### src/rtl/filter_state_sequencer_pkg.sv
// Shared types for the filter state sequencer: per-channel filter state word and
// sequencer FSM states.
package filter_state_sequencer_pkg;

  typedef struct packed {
    logic [31:0] z1;
    logic [31:0] z2;
  } digital_filter_data_t;

  typedef enum logic [1:0] {
    StIdle,
    StRun,
    StFlush,
    StClear
  } seq_state_e;

endpackage

### src/rtl/filter_state_ram.sv
// Per-channel filter state storage: asynchronous read, synchronous write,
// asynchronous reset to zero.
module filter_state_ram
  import filter_state_sequencer_pkg::*;
#(
  parameter int unsigned NUM_CHANNELS = 16,
  parameter int unsigned CH_W         = $clog2(NUM_CHANNELS)
) (
  input  logic                 clock,
  input  logic                 reset,
  input  logic                 we,
  input  logic [CH_W-1:0]      waddr,
  input  digital_filter_data_t wdata,
  input  logic [CH_W-1:0]      raddr,
  output digital_filter_data_t rdata
);

  digital_filter_data_t mem_q [NUM_CHANNELS];

  always_ff @(posedge clock or posedge reset) begin
    if (reset) begin
      for (int i = 0; i < int'(NUM_CHANNELS); i++) begin
        mem_q[i] <= '0;
      end
    end else if (we) begin
      mem_q[waddr] <= wdata;
    end
  end

  assign rdata = mem_q[raddr];

endmodule

### src/rtl/filter_state_sequencer.sv
// Sweeps every channel through the shared filter twice per sample period and
// writes each channel's result back into the state RAM.
module filter_state_sequencer
  import filter_state_sequencer_pkg::*;
#(
  parameter int unsigned NUM_CHANNELS = 16,
  parameter int unsigned CH_W         = $clog2(NUM_CHANNELS)
) (
  input  logic                 clock,
  input  logic                 reset,
  input  logic                 sample_strobe,
  input  logic                 clear_req,
  input  logic                 overrun_clear,
  output logic [CH_W-1:0]      channel,
  output logic                 pass,
  output digital_filter_data_t filter_data,
  input  digital_filter_data_t filter_odata,
  output logic                 busy,
  output logic                 done,
  output logic                 overrun
);

  localparam logic [CH_W-1:0] LastCh = CH_W'(NUM_CHANNELS - 1);

  seq_state_e           state_q, state_d;
  logic [CH_W-1:0]      cnt_q, cnt_d;
  logic                 pass_q, pass_d;
  logic                 overrun_q, overrun_d;
  logic                 we;
  logic [CH_W-1:0]      waddr;
  digital_filter_data_t wdata;
  digital_filter_data_t rdata;

  filter_state_ram #(
    .NUM_CHANNELS (NUM_CHANNELS),
    .CH_W         (CH_W)
  ) u_ram (
    .clock (clock),
    .reset (reset),
    .we    (we),
    .waddr (waddr),
    .wdata (wdata),
    .raddr (cnt_q),
    .rdata (rdata)
  );

  always_ff @(posedge clock or posedge reset) begin
    if (reset) begin
      state_q   <= StIdle;
      cnt_q     <= '0;
      pass_q    <= 1'b0;
      overrun_q <= 1'b0;
    end else begin
      state_q   <= state_d;
      cnt_q     <= cnt_d;
      pass_q    <= pass_d;
      overrun_q <= overrun_d;
    end
  end

  always_comb begin
    state_d = state_q;
    cnt_d   = cnt_q;
    pass_d  = pass_q;
    we      = 1'b0;
    waddr   = cnt_q;
    wdata   = filter_odata;
    unique case (state_q)
      StIdle: begin
        if (clear_req) begin
          state_d = StClear;
          cnt_d   = '0;
        end else if (sample_strobe) begin
          state_d = StRun;
          cnt_d   = '0;
          pass_d  = 1'b0;
        end
      end
      StRun: begin
        if (!pass_q) begin
          pass_d = 1'b1;
          // Previous channel's pass-1 result is now on filter_odata.
          if (cnt_q != '0) begin
            we    = 1'b1;
            waddr = cnt_q - CH_W'(1);
          end
        end else begin
          pass_d = 1'b0;
          if (cnt_q == LastCh) begin
            state_d = StFlush;
            cnt_d   = '0;
          end else begin
            cnt_d = cnt_q + CH_W'(1);
          end
        end
      end
      StFlush: begin
        we      = 1'b1;
        waddr   = LastCh;
        state_d = StIdle;
      end
      StClear: begin
        we    = 1'b1;
        wdata = '0;
        if (cnt_q == LastCh) begin
          state_d = StIdle;
          cnt_d   = '0;
        end else begin
          cnt_d = cnt_q + CH_W'(1);
        end
      end
      default: state_d = StIdle;
    endcase
  end

  // Set wins over clear; clear_req beats a coincident strobe in IDLE.
  always_comb begin
    overrun_d = overrun_q;
    if (sample_strobe && (state_q != StIdle || clear_req)) begin
      overrun_d = 1'b1;
    end else if (overrun_clear) begin
      overrun_d = 1'b0;
    end
  end

  always_comb begin
    busy        = (state_q != StIdle);
    done        = (state_q == StFlush);
    overrun     = overrun_q;
    channel     = '0;
    pass        = 1'b0;
    filter_data = '0;
    if (state_q == StRun) begin
      channel     = cnt_q;
      pass        = pass_q;
      filter_data = pass_q ? filter_odata : rdata;
    end
  end

endmodule

### config.mk
export PLATFORM = sky130hd
export DESIGN_NAME = filter_state_sequencer
export DESIGN_NICKNAME = d
export VERILOG_FILES = /design/src/rtl/filter_state_sequencer_pkg.sv /design/src/rtl/filter_state_ram.sv /design/src/rtl/filter_state_sequencer.sv
export SDC_FILE = /design/constraint.sdc
export NUM_CORES = 2
export LEC_CHECK = 0
export CORE_ASPECT_RATIO = 0.8
export CORE_MARGIN = 10
export CORE_UTILIZATION = 65
export DETAILED_ROUTE_END_ITERATION = 12
export PLACE_DENSITY_LB_ADDON = 0.08
export SLEW_MARGIN = 20
export SYNTH_ARGS = -nofsm -noshare
export SYNTH_HDL_FRONTEND = slang
export SYNTH_SLANG_ARGS = --single-unit
### constraint.sdc
create_clock -name clock -period 57.3 [get_ports clock]
set_input_delay 8.595 -clock clock [delete_from_list [all_inputs] [get_ports clock]]
set_output_delay 8.595 -clock clock [all_outputs]
set_load 0.01 [all_outputs]
==> run_results.csv <==
group,metric,value,unit
floorplanning,fp-row-count,89,
yosys,ys_seq_area_share,53.8,%
finish,seq_area,0.0258,sq mm
clock_tree,clk_pin_slew_worst_paths,0.06,ns
finish,area_delta_synth_final,10.6,%
clock_tree,cts_max_level,3,
clock_tree,cts_tree,"done",
routing,wl_met1,47800,microns
power_and_ir_drop,leakage,0.0227,uW
finish,multi_input_area,0.0208,sq mm
critical_path,crit_type,"in -> out",
clock_tree,cts_resized,0,
critical_path,critPathLaunch,"filter_odata[23]",
job,maxCapViolCount,0,
routing,highest_layer,"met4",
hold_path,worstHoldPathType,"reg -> reg",
routing,via_per_inst,6.66,
clock_tree,cts_hold_buf,0,
sta,slew_headroom,22.5,%
floorplanning,core,0.0735,sq mm
critical_path,path_common_cell,"clkdlybuf4s50_1",
routing,dr_wl_met3,4980,microns
routing,wl_met2,56000,microns
sta,fin_crit,18.41,ns
critical_path,crit_end,"filter_data[23]",
global_route,grt_max_degree,197,
sta,tightest_slew,1.16,ns
clock_tree,clock_path_buffers,3,
global_route,grt_pass1_wl,174000,microns
placement,gp_congestion,0.739,
placement,post-place-ws,38.90,ns
critical_path,timing.rr.end,"u_ram.mem_q[918]",
sta,skew,0.0174,ns
yosys,netlist_area,0.0480,sq mm
routing,ant_nets,0,
global_route,antenna_found_initial,0,
clock_tree,clock-sinks,1032,
critical_path,crit_fanout,2,
sta,grt_setup_unrepaired,"no",
critical_path,arrival,9.81,ns
critical_path,reg2reg_from,"cnt_q[1]",
status,status,"finished clean",
routing,drt-initial-drc-count,2124,
finish,nFillCells,4554,
global_route,track_usage,26.6,%
critical_path,rrSetupSlack,52.13,ns
yosys,synth_cell_types,47,
critical_path,slowest_stage,"clkdlybuf4s50_1",
yosys,synthCells,2866,
critical_path,crit_chain,"clkdlybuf4s50_1 > a22o_1 > clkdlybuf4s50_1",
floorplanning,die_y,263,microns
sta,fin_crit_sh,32.1,%
sta,setup-violations-final,0,
yosys,postSynthAreaPerCell,16.7,sq um
power_and_ir_drop,peakVddDrop,0.0000457,V
yosys,synthArstFlopShare,100,%
yosys,synth_enable_flop_cells,0,
clock_tree,cts_setup_buffers,0,
routing,drc,0,
finish,layout-drive-gt1-share,51.1,%
global_route,grt_pass1_vias,28500,
critical_path,cp-end-kind,"primary output",
floorplanning,start_util,65.3,%
global_route,grt_overflow,0,
routing,drt_wl_total,112000,microns
placement,portBuffers,140,
sta,fmax,0.0543,GHz
sta,fin_hold_ws,0.481,ns
critical_path,required,48.71,ns
finish,finish.net_count,2959,
power_and_ir_drop,p_per_area,57.2,mW/mm^2
finish,antenna_cells,0,
yosys,yosys_warnings,0,
clock_tree,root_buffer,"clkbuf_16",
power_and_ir_drop,finalPower,3030,uW
critical_path,reg2reg_depth,8,
placement,hpwl,59600,microns
clock_tree,numCtsBuffers,98,
routing,route.vias.total,26100,
critical_path,slowest_delay,0.55,ns
routing,wl_per_cell,28.4,microns
yosys,synth.ff_latch_count,1032,
clock_tree,clk-insertion-delay-late,0.66,ns
yosys,syn_nets,2941,
sta,setup_tns,0,ns
critical_path,critPathLaunchType,"input port",
floorplanning,dieArea,0.0851,sq mm
floorplanning,die_w,324,microns
sta,hold_violations,0,
routing,dr.pass1.iters,5,
sta,setup_slack,38.89,ns
sta,drv_slew,0,
floorplanning,pin_count,141,
yosys,ys.flop_type,"dfrtp_1",
-- power by group --
group | total (uW) | internal, uW | switching [uW]
Sequential | 1230 | 1050 | 177
Clock | 667 | 387 | 280
Combinational | 1140 | 661 | 478
-- through the flow --
| stage | area (sq um) | utilization (%) | cells |
|---|---|---|---|
| 2_1_floorplan | 48000 | - | 2866 |
| 5_1_grt | 53000 | 72.2 | 3921 |
| 4_1_cts | 53000 | 72.1 | 3920 |
| 6_report | 53000 | 72.2 | 3921 |
| 3_3_place_gp | 49700 | 67.6 | 3738 |
| 3_5_place_dp | 49700 | 67.6 | 3738 |
-- synthesized netlist by cell type (2+ instances only) --
cell,count,share of area [%]
buf_4,7,0.11
mux2_4,60,1.9
nor4_4,7,0.31
or4_1,2,0.031
buf_1,32,0.25
nand3b_1,2,0.031
mux2_2,888,21
buf_6,26,0.61
and2_1,3,0.039
buf_12,6,0.25
a22o_1,66,1.2
a31oi_1,2,0.026
nand4_2,5,0.13
buf_2,35,0.37
nand3_1,3,0.031
clkbuf_1,158,1.2
dfrtp_1,1032,54
a21oi_1,2,0.021
nand4_4,3,0.13
nor2_1,5,0.039
a21o_1,2,0.031
o21ai_0,9,0.094
nor3_1,3,0.031
nand2_1,9,0.070
nor2b_1,66,0.86
mux2_1,76,1.8
mux4_2,320,15
and2b_1,2,0.031
nor3b_1,2,0.031
ha_1,6,0.16
inv_1,11,0.086
-- layer usage --
metal,up-vias,GRT usage (%)
li1,10800,-
met1,14400,36.9
met2,658,43.6
met3,198,4.16
met4,0,7.48
met5,-,0
-- cell families after synthesis --
logic type	after synthesis	synth area share, %
multiplexers	1345	39.6
flip-flops	1032	53.8
buffers and inverters	275	2.91
AND/OR/NAND/NOR	117	1.86
AO/OA/AOI/OAI	91	1.68
adder cells (fa/ha/maj)	6	0.156
-- how the worst min path moves through the flow --
stage	from	endpoint	slack (ns)	cells after the start
4_1_cts	u_ram.mem_q[890]	u_ram.mem_q[890]	0.48	1
3_3_place_gp	u_ram.mem_q[867]	u_ram.mem_q[867]	0.46	1
2_1_floorplan	u_ram.mem_q[852]	u_ram.mem_q[852]	0.45	1
6_report	u_ram.mem_q[890]	u_ram.mem_q[890]	0.48	1
5_1_grt	u_ram.mem_q[867]	u_ram.mem_q[867]	0.49	1
3_5_place_dp	u_ram.mem_q[890]	u_ram.mem_q[890]	0.47	1
-- cell type report --
type                    count  share of cell area [%]
clock buffers             140                    5.36
clock inverters            42                   0.917
inverters                  11                  0.0920
multi-input cells        1559                    39.3
flip-flops and latches   1032                    48.7
well taps                 955                    2.25
repair buffers            182                    3.39
-- layout by cell type, fill, tap and decap left out, types with 10 or more instances in the layout --
cell type | synthesis | layout
dfrtp_1 | 1032 | 1028
mux2_2 | 888 | 888
mux4_2 | 320 | 320
clkdlybuf4s50_1 | 0 | 140
clkbuf_16 | 0 | 99
mux2_1 | 76 | 76
a22o_1 | 66 | 66
mux2_4 | 60 | 60
nor2b_1 | 66 | 54
buf_4 | 7 | 36
clkinv_2 | 0 | 22
clkbuf_8 | 0 | 21
clkbuf_1 | 158 | 20
nor2b_2 | 0 | 12
inv_1 | 11 | 10
-- state kept, by name, summed over array words and instances, names as in the netlist --
name and flops:
cnt_q 4, overrun 1, pass_q 1, state_q 2
u_ram.mem_q 1024
-- critical path: cells and delay by family --
family,cells,cell delay [ns]
AOI/OAI and AO/OA,1,0.17
buffers and inverters,2,1.04
Power figures use the tool's default switching activity.
